## config.mk

```make
export PLATFORM = sky130hd
export DESIGN_NAME = cacheline_adaptor
export DESIGN_NICKNAME = d
export VERILOG_FILES = /design/src/rtl/cache_types_pkg.sv /design/src/rtl/beat_counter.sv /design/src/rtl/cacheline_adaptor.sv
export SDC_FILE = /design/constraint.sdc
export NUM_CORES = 1
export LEC_CHECK = 0
export BUFFER_PORTS_ARGS = -buffer_cell sky130_fd_sc_hd__buf_2
export CAP_MARGIN = 20
export CORE_AREA = 2 2 279 281
export CTS_CLUSTER_DIAMETER = 80
export DETAILED_ROUTE_END_ITERATION = 10
export DIE_AREA = 0 0 281 283
export PLACE_DENSITY = 0.56
export SETUP_SLACK_MARGIN = 0.15
export SKIP_LAST_GASP = 1
export SLEW_MARGIN = 20
export SYNTH_ARGS = -nofsm -noshare
export SYNTH_HDL_FRONTEND = slang
export SYNTH_HIERARCHICAL = 1
export SYNTH_SLANG_ARGS = --single-unit
```

## constraint.sdc

```tcl
create_clock -name clk -period 3 [get_ports clk]
set_input_delay 0.3 -clock clk [delete_from_list [all_inputs] [get_ports clk]]
set_output_delay 0.3 -clock clk [all_outputs]
set_load 0.005 [all_outputs]
```

## src/rtl/cache_types_pkg.sv

```systemverilog
// cache_types_pkg: shared line/burst geometry and adaptor state encoding
// Rev 1.0
`default_nettype none

package cache_types_pkg;

  localparam int s_offset = 5;
  localparam int s_line   = 8 * (2 ** s_offset);
  localparam int s_burst  = 64;
  localparam int n_beats  = s_line / s_burst;
  localparam int cnt_w    = $clog2(n_beats);

  typedef enum logic [1:0] {
    IDLE     = 2'd0,
    RD_BURST = 2'd1,
    WR_BURST = 2'd2,
    DONE     = 2'd3
  } adaptor_state_t;

  typedef logic [s_line-1:0]  line_t;
  typedef logic [s_burst-1:0] burst_t;

endpackage

`default_nettype wire

```

## src/rtl/beat_counter.sv

```systemverilog
// beat_counter: modulo-N beat index with clear/enable and a last-beat flag
// Rev 1.0
`default_nettype none

module beat_counter #(
  parameter int N = 4,
  parameter int W = $clog2(N)
) (
  input  logic         clk,
  input  logic         rst,
  input  logic         clr,
  input  logic         en,
  output logic [W-1:0] count,
  output logic         last_beat
);

  assign last_beat = (count == W'(N - 1));

  always_ff @(posedge clk) begin
    if (rst || clr) begin
      count <= '0;
    end else if (en) begin
      count <= last_beat ? '0 : count + 1'b1;
    end
  end

endmodule

`default_nettype wire

```

## src/rtl/cacheline_adaptor.sv

```systemverilog
// cacheline_adaptor: turns single-line cache reads/writes into N-beat memory bursts
// Rev 1.0
`default_nettype none

module cacheline_adaptor
  import cache_types_pkg::*;
(
  input  logic        clk,
  input  logic        rst,
  input  line_t       line_i,
  output line_t       line_o,
  input  logic [31:0] address_i,
  input  logic        read_i,
  input  logic        write_i,
  output logic        resp_o,
  input  burst_t      burst_i,
  output burst_t      burst_o,
  output logic [31:0] address_o,
  output logic        read_o,
  output logic        write_o,
  input  logic        resp_i
);

  localparam logic [31:0] ADDR_MASK = 32'((1 << s_offset) - 1);

  adaptor_state_t   state;
  line_t            wr_line;
  logic [cnt_w-1:0] count;
  logic             last_beat;
  logic             cnt_clr;
  logic             cnt_en;

  assign cnt_clr = (state == IDLE);
  assign cnt_en  = resp_i && ((state == RD_BURST) || (state == WR_BURST));

  beat_counter #(
    .N (n_beats),
    .W (cnt_w)
  ) u_beat_counter (
    .clk       (clk),
    .rst       (rst),
    .clr       (cnt_clr),
    .en        (cnt_en),
    .count     (count),
    .last_beat (last_beat)
  );

  assign burst_o = write_o ? wr_line[count*s_burst +: s_burst] : '0;

  always_ff @(posedge clk) begin
    if (rst) begin
      state     <= IDLE;
      wr_line   <= '0;
      line_o    <= '0;
      address_o <= '0;
      read_o    <= 1'b0;
      write_o   <= 1'b0;
      resp_o    <= 1'b0;
    end else begin
      resp_o <= 1'b0;
      case (state)
        IDLE: begin
          // The cache still holds its request during the resp_o cycle; don't re-issue it.
          if (!resp_o) begin
            if (read_i) begin
              address_o <= address_i & ~ADDR_MASK;
              read_o    <= 1'b1;
              state     <= RD_BURST;
            end else if (write_i) begin
              address_o <= address_i & ~ADDR_MASK;
              wr_line   <= line_i;
              write_o   <= 1'b1;
              state     <= WR_BURST;
            end
          end
        end
        RD_BURST: begin
          if (resp_i) begin
            line_o[count*s_burst +: s_burst] <= burst_i;
            if (last_beat) begin
              read_o <= 1'b0;
              state  <= DONE;
            end
          end
        end
        WR_BURST: begin
          if (resp_i && last_beat) begin
            write_o <= 1'b0;
            state   <= DONE;
          end
        end
        DONE: begin
          resp_o <= 1'b1;
          state  <= IDLE;
        end
        default: state <= IDLE;
      endcase
    end
  end

endmodule

`default_nettype wire

```

==> key figures, run 1 <==
Run status
  – Status: finished, final reports clean

Timing
  – RSZ-0062 raised after global routing: no
  – Pins Over Slew Limit: 0
  – Worst Max-Slew Pin Slew: 0.927 ns
  – Worst clock skew: 0.0332 ns
  – Fin crit period: 2.75 ns
  – Setup violations, final: 0
  – Setup TNS: 0 ns
  – Fin. Hold Viols: 0
  – Max-slew headroom: 0.382
  – Final worst path period share: 0.917
  – FMAX: 0.363 GHz

Synth
  – Share of the synthesized area in the top cell type: 0.508
  – Area leader, netlist: dfxtp_1
  – Top FF cell, synth: dfxtp_1
  – Top post-synthesis cells by area: dfxtp_1 (51%), nand2_1 (11%), a21oi_1 (9.8%)
  – Synth Instances: 2476
  – Mean post-synth cell area: 8.69 um^2
  – Asr flop ratio synth: 0
  – Register area share after synthesis: 0.508
  – Synth unique cells: 40
  – Mapped cell area: 21500 um^2
  – YS warnings: 6
  – Number of synthesized flops with an enable pin: 0
  – Number of synthesized register bits: 546

CTS
  – Max H-tree Level: 2
  – CTS tree: yes
  – Worst skew pair latency: 0.63 ns
  – Num CTS Buffers: 61
  – Worst-path clk slew: 0.06 ns
  – CTS sink cnt: 546
  – Clock root cell: clkbuf_16
  – Max Root-Sink Buffers: 3

Worst setup path
  – CP required: 2.70 ns
  – Critical path's largest stage delay: 0.55 ns
  – CP max-delay cell: mux4_2
  – Maximum fanout along the worst path: 33
  – Worst setup SP type: flip-flop
  – Worst endpoint data arrival time: 2.45 ns
  – Setup Crit Path Kind: flip-flop to output pin
  – Worst Setup End Kind: output pin
  – Crit-path cells: bufbuf_16, mux4_2, and2_1, buf_2

Global route
  – Initial antenna violation count: 12
  – GRT overflow: 0
  – Vias in the first global route: 21.5k
  – First-pass GRT wire length: 129000 um
  – GRT Overall Usage: 0.206
  – Largest net degree at the start of global routing: 128

Route
  – Drc violations: 0
  – Antenna viol nets, final: 0
  – Via count: 22.0k
  – Top Metal Used: met5
  – Vias/cell: 4.87
  – 1st-iter DRT viols: 1498
  – Met2 wire length: 41100 um
  – WL final: 86200 um
  – Wire per inst: 19.1 um
  – Wire length on met1: 35600 um
  – DR pass1 iterations: 5
  – WL met3: 5390 um

Layout
  – Area delta synth->final: 46.2%
  – Layout fillers: 7725
  – Nets: 3778
  – Layout cells sized above 1: 0.275
  – Fin util: 0.410
  – Post-Layout Cell Count: 4508

Power
  – IR drop worst, VDD: 426 uV
  – Comb power frac: 0.203
  – Sequential group share of total power: 0.418
  – Pwr/cell area: 625 nW/um^2
  – Net switching power: 5.84 mW
  – Clock share of power: 0.379
  – Leakage: 12.8 nW
  – Int Pwr: 13.8 mW
  – Sw Ratio: 0.297

Floorplan
  – Starting Density: 0.281
  – I/O pin count: 712
  – Die Wd: 281 um
  – Die area: 79500 um^2
  – Std-Cell Core Area: 76700 um^2
  – DIE HEIGHT: 283 um
  – Row cnt: 102

Flow run
  – Maximum Capacitance Violations: 0

Placement
  – GPL Wtd Cong: 0.851
  – Post-Place Cells: 4043
  – Post-DP HPWL: 57200 um
  – Port buffer count: 701

Hold path
  – Hold crit path type: primary input to flip-flop
==> power by group through the flow <==
stage / clock network (mW) / logic, mW / registers, mW
after floorplan: 0 / 2.31 / 8.27
after global placement: 0 / 3.56 / 8.34
after detailed placement: 0 / 3.58 / 8.36
after CTS: 7.61 / 3.98 / 8.21
after global routing: 7.94 / 4.36 / 8.28
final: 7.46 / 3.99 / 8.22
==> cell usage in the layout, fill, tap and decap left out, drive strengths merged, types with 2 or more instances in the layout <==
cell         netlist  layout
buf              129     761
nand2            650     650
dfxtp            546     546
a21oi            421     421
dlygate4sd3        0     343
nand3            169     169
nor2             124     124
a32oi            119     119
clkbuf           109      85
and2              66      66
mux4              64      64
o21ai             28      28
clkinv             0      16
inv                7      13
diode              0      11
ha                11      11
conb               1       5
mux2i              3       3
nand2b             3       3
and3               3       3
nor2b              3       3
nor4b              2       2
and4bb             2       2
bufinv             0       2
==> what timing repair did <==
item	CTS	global route
endpoints found under the setup margin	30	0
hold endpoints to repair	485	0
hold buffers	343	0
setup buffers	0	0
gates resized for setup	1	0
==> worst max-delay path: cells and delay by family (launching register included) <==
family	cells	cell delay, ns
buffers and inverters	2	0.60
multiplexers	1	0.55
flip-flops	1	0.49
AND/OR/NAND/NOR	1	0.18
==> area by class of cell <==
type	count	area, um^2	area share
Timing Repair Buffer	1105	7730	0.246
Tap cell	1040	1300	0.0414
Clock inverter	25	233	0.00740
Inverter	7	26.3	0.000835
Antenna cell	11	27.5	0.000875
Sequential cell	546	10900	0.348
Clock buffer	85	1770	0.0562
Multi-Input combinational cell	1689	9430	0.300
==> per-layer routing <==
layer,vias to the layer above,track usage
met5,-,0
met4,4,0.0957
met3,224,0.0379
met2,867,0.341
met1,10440,0.260
li1,10421,-
==> flip-flops by register name, indices dropped and copies added (netlist names) <==
signal	count
read_o	1
line_o	256
u_beat_counter/count	2
state	2
resp_o	1
address_o	27
wr_line	256
write_o	1
==> synth_stat cells (2+ instances only) <==
cell type,n
a21oi_1,421
a32oi_1,119
and2_1,66
and3_1,3
and4bb_2,2
buf_1,13
buf_2,68
buf_4,33
buf_6,15
clkbuf_1,108
dfxtp_1,546
ha_1,11
inv_1,7
mux2i_1,3
mux4_2,64
nand2_1,650
nand2b_1,3
nand3_1,169
nor2_1,124
nor2b_1,3
nor4b_4,2
o21ai_0,28
==> per-stage QoR <==
stage / hold slack (ns) / total power [mW] / setup WS (ns) / cell area, um^2
2_1_floorplan: 0.365 / 10.6 / 0.819 / 21500
3_3_place_gp: 0.436 / 11.9 / 0.712 / 26000
3_5_place_dp: 0.441 / 11.9 / 0.726 / 26000
4_1_cts: 0.00269 / 19.8 / 0.190 / 31400
5_1_grt: 0.0305 / 20.6 / 0.150 / 31400
6_report: 0.0485 / 19.7 / 0.248 / 31500
==> cell families (layout without fill, tap and decap cells) <==
family,after synthesis,after routing,share of synthesized area
buffers and inverters,245,1222,0.0577
AND/OR/NAND/NOR,1030,1030,0.203
adder cells (fa/ha/maj),11,11,0.00640
multiplexers,68,68,0.0689
other,1,16,0.000174
AO/OA/AOI/OAI,575,575,0.156
flip-flops,546,546,0.508
==> worst paths after layout <==
path                            slack [ns]  depth (start not counted)                            startpoint                        to
worst max-delay path                  0.25                          4  u_beat_counter/count[0]$_SDFFE_PP0P_               burst_o[40]
worst min-delay path                  0.05                          3                           burst_i[38]  line_o[166]$_SDFFE_PP0P_
worst max register to register        0.65                          6  u_beat_counter/count[0]$_SDFFE_PP0P_    line_o[3]$_SDFFE_PP0P_
worst min register to register        0.45                          2              line_o[197]$_SDFFE_PP0P_  line_o[197]$_SDFFE_PP0P_
Power figures use the tool's default switching activity.
==> run 2, diff against run 1 <==
--- a/config.mk
+++ b/config.mk
@@ -7,11 +7,11 @@
 export LEC_CHECK = 0
 export BUFFER_PORTS_ARGS = -buffer_cell sky130_fd_sc_hd__buf_2
 export CAP_MARGIN = 20
-export CORE_AREA = 2 2 279 281
+export CORE_AREA = 2 2 281 283
 export CTS_CLUSTER_DIAMETER = 80
 export DETAILED_ROUTE_END_ITERATION = 10
-export DIE_AREA = 0 0 281 283
-export PLACE_DENSITY = 0.56
+export DIE_AREA = 0 0 283 285
+export PLACE_DENSITY_LB_ADDON = 0.3
 export SETUP_SLACK_MARGIN = 0.15
 export SKIP_LAST_GASP = 1
 export SLEW_MARGIN = 20
==> run 2 against run 1 <==
  * Via count shrank 0.50%
  * Clock skew down 0.0056 ns
  * Global-route usage down 0.52 points
  * Register-to-register slack about the same
  * Fmax rose by 3.6%
  * Sequential power is 0.5% higher
  * Critical path depth increased by 1
  * Critical path type unchanged
  * Largest power group unchanged
  * Highest routed layer unchanged
==> key figures, run 2 (synthesis results as in run 1) <==
CTS
  – CTS sink cnt: 546
  – Num CTS Buffers: 60
  – Worst skew pair latency: 0.61 ns
  – Max H-tree Level: 2
  – Post-CTS Setup Bufs: 0
  – CTS tree: yes
  – Clock root cell: clkbuf_16
  – Max Root-Sink Buffers: 3
  – Worst-path clk slew: 0.06 ns

Placement
  – Port buffer count: 701
  – GPL Wtd Cong: 0.861
  – Post-DP HPWL: 56400 um

Timing
  – FMAX: 0.376 GHz
  – Setup TNS: 0 ns
  – Max-slew headroom: 0.386
  – Pins Over Slew Limit: 0
  – Worst clock skew: 0.0276 ns
  – Final worst path period share: 0.886
  – Fin crit period: 2.66 ns
  – Worst Max-Slew Pin Slew: 0.921 ns
  – RSZ-0062 raised after global routing: no
  – Fin. Hold Viols: 0
  – Setup violations, final: 0

Floorplan
  – DIE HEIGHT: 285 um
  – Die area: 80700 um^2
  – Row cnt: 103
  – Starting Density: 0.276
  – Die Wd: 283 um
  – I/O pin count: 712
  – Std-Cell Core Area: 78000 um^2

Worst setup path
  – Setup Crit Path Kind: flip-flop to output pin
  – R2R depth: 6
  – Worst endpoint data arrival time: 2.36 ns
  – CP max-delay cell: mux4_2
  – CP Depth: 5
  – CP required: 2.70 ns
  – Crit-path cells: buf_16, buf_4, mux4_2, and2_1, buf_2
  – Worst Setup End Kind: output pin
  – Kind of cell adding the most delay to the critical path: buffers and inverters
  – Bufs and invs on worst path: 3
  – Worst setup SP type: flip-flop
  – Maximum fanout along the worst path: 23
  – Critical path's largest stage delay: 0.51 ns

Hold path
  – Hold path cells: 3
  – Hold crit path type: primary input to flip-flop

Layout
  – Area delta synth->final: 47.0%
  – Fin util: 0.406
  – Largest regs: line_o (256), wr_line (256), address_o (27)
  – Most common cell after layout, fill and taps aside: buf_2
  – Layout fillers: 7800
  – Nets: 3786
  – Commonest cells after routing, fill and taps aside: buf_2 (700), nand2_1 (650), dfxtp_1 (543)
  – Layout cells sized above 1: 0.274

Global route
  – Gr busiest metal: met2
  – Met1 Usage GRT: 0.254
  – GRT Overall Usage: 0.201
  – Met3 GRT Util: 0.0307
  – GR Util met2: 0.340
  – Largest net degree at the start of global routing: 104
  – First-pass GRT wire length: 130000 um
  – Initial antenna violation count: 9
  – GRT overflow: 0
  – Vias in the first global route: 21.7k

Power
  – Leakage: 12.9 nW
  – Pwr/cell area: 629 nW/um^2
  – IR drop worst, VDD: 417 uV

Route
  – Vias/cell: 4.83
  – Via count: 21.8k
  – WL final: 85000 um
  – 1st-iter DRT viols: 1508
  – DR pass1 iterations: 5
  – Wire per inst: 18.8 um
  – Drc violations: 0
  – Antenna viol nets, final: 0

Run status
  – Status: finished, final reports clean

Flow run
  – Maximum Capacitance Violations: 0
-- run 2: cell types whose count changed in the layout (fill, tap and decap cells not counted), sizes merged --
cell / before / now
dlygate4sd3: 343 / 345
diode: 11 / 8
clkbuf: 85 / 92
inv: 13 / 12
buf: 761 / 768
clkinv: 16 / 7
bufinv: 2 / 5
-- run 2: what timing repair did --
item	4_1_cts	5_1_grt
resized for setup	1	0
hold buffers	345	0
setup endpoints to repair	7	0
hold endpoints to repair	492	0
-- run 2: worst paths after layout --
kind | startpoint | endpoint | slack [ns]
worst min register to register | line_o[244]$_SDFFE_PP0P_ | line_o[244]$_SDFFE_PP0P_ | 0.44
worst max register to register | state[1]$_SDFFE_PP0P_ | line_o[189]$_SDFFE_PP0P_ | 0.65
worst max-delay path | u_beat_counter/count[0]$_SDFFE_PP0P_ | burst_o[51] | 0.34
worst min-delay path | burst_i[41] | line_o[169]$_SDFFE_PP0P_ | 0.04
-- run 2: power breakdown --
group | switching (mW) | total [mW] | leakage, nW | internal (mW)
combinational | 2.29 | 4.01 | 7.45 | 1.71
clock | 3.12 | 7.65 | 0.999 | 4.53
sequential | 0.388 | 8.26 | 4.43 | 7.87
-- run 2: stage by stage --
stage / setup WS [ns] / hold slack (ns) / area (um^2) / total power [mW] / instances
after floorplan: 0.819 / 0.365 / 21500 / 10.6 / 2480
after global routing: 0.190 / 0.0166 / 31600 / 20.8 / 4524
final: 0.342 / 0.0371 / 31600 / 19.9 / 4524
after detailed placement: 0.665 / 0.440 / 26100 / 12.0 / 4060
after global placement: 0.696 / 0.436 / 26100 / 12.0 / 4060
after CTS: 0.226 / 0.00175 / 31600 / 20.1 / 4516
-- run 2: area by class of cell --
cell class | count | area, um^2 | share of cell area
sequential | 546 | 10900 | 0.346
multi-input combinational | 1689 | 9430 | 0.298
timing repair buffer | 1114 | 7880 | 0.249
clock buffer | 92 | 1790 | 0.0567
tap | 1050 | 1310 | 0.0415
clock inverter | 18 | 238 | 0.00751
inverter | 7 | 26.3 | 0.000831
antenna | 8 | 20.0 | 0.000633
-- run 2: tightest hold or removal path, delay by kind of cell --
family,cells,cell delay (ns)
buffers and inverters,1,0.16
and+or+nand+nor,1,0.08
AOI/OAI and AO/OA,1,0.06
-- run 2: layer usage --
metal / up-vias / share of wire
met5: - / 0.00013
met4: 2 / 0.044
met3: 207 / 0.057
met2: 821 / 0.48
met1: 10406 / 0.42
li1: 10410 / -
==> run 3, diff against run 2 <==
--- a/config.mk
+++ b/config.mk
@@ -5,12 +5,12 @@
 export SDC_FILE = /design/constraint.sdc
 export NUM_CORES = 1
 export LEC_CHECK = 0
-export BUFFER_PORTS_ARGS = -buffer_cell sky130_fd_sc_hd__buf_2
 export CAP_MARGIN = 20
 export CORE_AREA = 2 2 281 283
 export CTS_CLUSTER_DIAMETER = 80
 export DETAILED_ROUTE_END_ITERATION = 10
 export DIE_AREA = 0 0 283 285
+export DONT_BUFFER_PORTS = 1
 export PLACE_DENSITY_LB_ADDON = 0.3
 export SETUP_SLACK_MARGIN = 0.15
 export SKIP_LAST_GASP = 1
==> run 3 against run 2 <==
  * The run now fails in clock tree synthesis
  * Synthesized cell count did not move
  * Synthesized area did not move
==> key figures, run 3 <==
Placement
  – Port buffer count: 0
  – GPL Wtd Cong: 0.887
  – Post-Place Cells: 3333
  – Post-DP HPWL: 52900 um

Run status
  – Failed at: clock tree synthesis
  – Halt Reason: [ERROR RSZ-0060] Max buffer count reached.
  – Status: did not finish

CTS
  – Num CTS Buffers: 61
  – Max H-tree Level: 2
  – Post-CTS Hold Buffers: 690
  – Post-CTS Resized: 0
  – Clock root cell: clkbuf_16
  – Max Root-Sink Buffers: 3
  – CTS sink cnt: 546
  – Post-CTS Setup Bufs: 0

Synth
  – Top FF cell, synth: dfxtp_1
  – Register area share after synthesis: 0.508
  – Number of synthesized flops with an enable pin: 0
  – YS warnings: 6
  – Most common cell in the netlist: nand2_1
  – Share of the synthesized area in the top cell type: 0.508
  – Synth Instances: 2476
  – Asr flop ratio synth: 0
  – Area leader, netlist: dfxtp_1
  – Mapped cell area: 21500 um^2
  – Mean post-synth cell area: 8.69 um^2
  – Number of synthesized register bits: 546
  – Synth unique cells: 40
  – Top post-synthesis cells by area: dfxtp_1 (51%), nand2_1 (11%), a21oi_1 (9.8%)
  – Most common library cells after synthesis: nand2_1 (650), dfxtp_1 (546), a21oi_1 (421)

Floorplan
  – Die Wd: 283 um
  – I/O pin count: 712
  – Starting Density: 0.276
  – Row cnt: 103
  – DIE HEIGHT: 285 um
==> run 3: cells by family after synthesis <==
| logic type | count (synthesis) | share of synthesized area |
|---|---|---|
| AOI/OAI and AO/OA | 575 | 0.156 |
| adders and majority gates | 11 | 0.00640 |
| buffers and inverters | 245 | 0.0577 |
| DFF | 546 | 0.508 |
| muxes | 68 | 0.0689 |
| other | 1 | 0.000174 |
| and+or+nand+nor | 1030 | 0.203 |
==> run 3: per-stage QoR <==
stage	hold WS [ns]	utilization	cell area [um^2]	setup slack, ns
after floorplan	0.365	-	21500	0.819
after global placement	0.410	0.286	22300	0.803
after detailed placement	0.405	0.286	22300	0.749
==> run 4, diff against run 3 <==
--- a/config.mk
+++ b/config.mk
@@ -6,13 +6,11 @@
 export NUM_CORES = 1
 export LEC_CHECK = 0
 export CAP_MARGIN = 20
-export CORE_AREA = 2 2 281 283
-export CTS_CLUSTER_DIAMETER = 80
+export CORE_AREA = 2 2 279 281
 export DETAILED_ROUTE_END_ITERATION = 10
-export DIE_AREA = 0 0 283 285
+export DIE_AREA = 0 0 281 283
 export DONT_BUFFER_PORTS = 1
-export PLACE_DENSITY_LB_ADDON = 0.3
-export SETUP_SLACK_MARGIN = 0.15
+export PLACE_DENSITY_LB_ADDON = 0.15
 export SKIP_LAST_GASP = 1
 export SLEW_MARGIN = 20
 export SYNTH_ARGS = -nofsm -noshare
==> run 4 against run 3 <==
  * The flow now finishes without violations
==> key figures, run 4 (synthesis results as in run 1) <==
Run status
  – Status: finished, final reports clean

Timing
  – Pins Over Slew Limit: 0
  – Max-slew headroom: 0.404
  – Setup violations, final: 0
  – Final worst path period share: 0.938
  – Hold_ws: 0.0675 ns
  – Setup TNS: 0 ns
  – Fin crit period: 2.81 ns
  – FMAX: 0.355 GHz
  – Worst clock skew: 0.0243 ns
  – Setup WS post-layout: 0.187 ns
  – RSZ-0062 raised after global routing: no
  – Worst Max-Slew Pin Slew: 0.894 ns
  – Fin. Hold Viols: 0

Route
  – Vias/cell: 5.05
  – Drc violations: 0
  – DR pass1 iterations: 5
  – 1st-iter DRT viols: 1402
  – Via count: 20.7k
  – Antenna viol nets, final: 0
  – Wire per inst: 21.8 um
  – WL final: 89200 um

Worst setup path
  – Critical path's largest stage delay: 0.56 ns
  – R2R depth: 7
  – CP required: 2.70 ns
  – Crit-path cells: buf_12, buf_4, mux4_2, and2_1
  – Worst setup SP type: flip-flop
  – Worst Setup End Kind: output pin
  – CP max-delay cell: mux4_2
  – Maximum fanout along the worst path: 36
  – Worst endpoint data arrival time: 2.51 ns
  – Setup Crit Path Kind: flip-flop to output pin

CTS
  – Max Root-Sink Buffers: 3
  – Worst skew pair latency: 0.60 ns
  – Worst-path clk slew: 0.05 ns
  – CTS tree: yes
  – Post-CTS Resized: 0
  – CTS sink cnt: 546
  – Clock root cell: clkbuf_16
  – Num CTS Buffers: 66
  – Post-CTS Setup Bufs: 0
  – Max H-tree Level: 3

Power
  – Total power: 20.2 mW
  – Leakage: 11.7 nW
  – IR drop worst, VDD: 458 uV
  – Pwr/cell area: 650 nW/um^2

Placement
  – GPL Wtd Cong: 0.846
  – Post-DP HPWL: 54000 um
  – Place WS: 0.701 ns
  – Post-Place Cells: 3315
  – Placed inst area: 22200 um^2
  – Port buffer count: 0

Floorplan
  – Std-Cell Core Area: 76700 um^2
  – DIE HEIGHT: 283 um
  – Starting Density: 0.281
  – I/O pin count: 712
  – Row cnt: 102
  – Die area: 79500 um^2
  – Die Wd: 281 um

Layout
  – Largest regs: line_o (256), wr_line (256), address_o (27)
  – Area delta synth->final: 44.2%
  – Fin util: 0.405
  – Commonest cells after routing, fill and taps aside: dlygate4sd3_1 (662), nand2_1 (650), dfxtp_1 (543)
  – Nets: 3376
  – Post-Layout Cell Count: 4099
  – Most common cell after layout, fill and taps aside: dlygate4sd3_1
  – Fin area: 31000 um^2
  – Layout cells sized above 1: 0.0724

Global route
  – Largest net degree at the start of global routing: 394
  – GRT Overall Usage: 0.215
  – Initial antenna violation count: 11
  – First-pass GRT wire length: 133000 um
  – GRT overflow: 0
  – Vias in the first global route: 21.2k

Hold path
  – Hold path cells: 2
  – Hold crit path type: primary input to flip-flop

Flow run
  – Maximum Capacitance Violations: 0
[run 4: worst max-delay path, delay by kind of cell, from the launching register on]
| kind | cells | cell delay [ns] |
|---|---|---|
| multiplexers | 1 | 0.56 |
| AND/OR/NAND/NOR | 1 | 0.20 |
| flip-flops | 1 | 0.46 |
| buffers and inverters | 2 | 0.68 |
[run 4: report_power, final]
group / switching, mW / total [mW] / leakage, nW / internal (mW)
combinational: 2.17 / 3.96 / 6.23 / 1.79
sequential: 0.445 / 8.32 / 4.43 / 7.87
clock: 3.24 / 7.89 / 1.04 / 4.65
total: 5.85 / 20.2 / 11.7 / 14.3
[run 4: routing by layer]
metal / global-route usage / share of wire
met1: 0.255 / 0.39
met5: 0 / 0.00028
met2: 0.361 / 0.48
met4: 0.104 / 0.047
met3: 0.0559 / 0.076
[run 4: area by class of cell]
class / instances / area (um^2)
clock buffer: 95 / 1930
tap: 1040 / 1300
clock inverter: 16 / 181
inverter: 7 / 26.3
multi-input combinational: 1689 / 9440
sequential: 546 / 10900
timing repair buffer: 698 / 7200
fill: 7725 / 45700
antenna: 8 / 20.0
[run 4: worst paths after layout]
kind | start | end | slack (ns)
max reg2reg | u_beat_counter/count[0]$_SDFFE_PP0P_ | line_o[66]$_SDFFE_PP0P_ | 0.19
min reg2reg | wr_line[231]$_SDFFE_PP0P_ | wr_line[231]$_SDFFE_PP0P_ | 0.46
max | u_beat_counter/count[0]$_SDFFE_PP0P_ | burst_o[61] | 0.19
min | rst | state[0]$_SDFFE_PP0P_ | 0.07
[run 4: repair_timing]
item	4_1_cts	5_1_grt
hold buffers	663	0
endpoints found under the setup margin	0	68
hold endpoints to repair	546	0
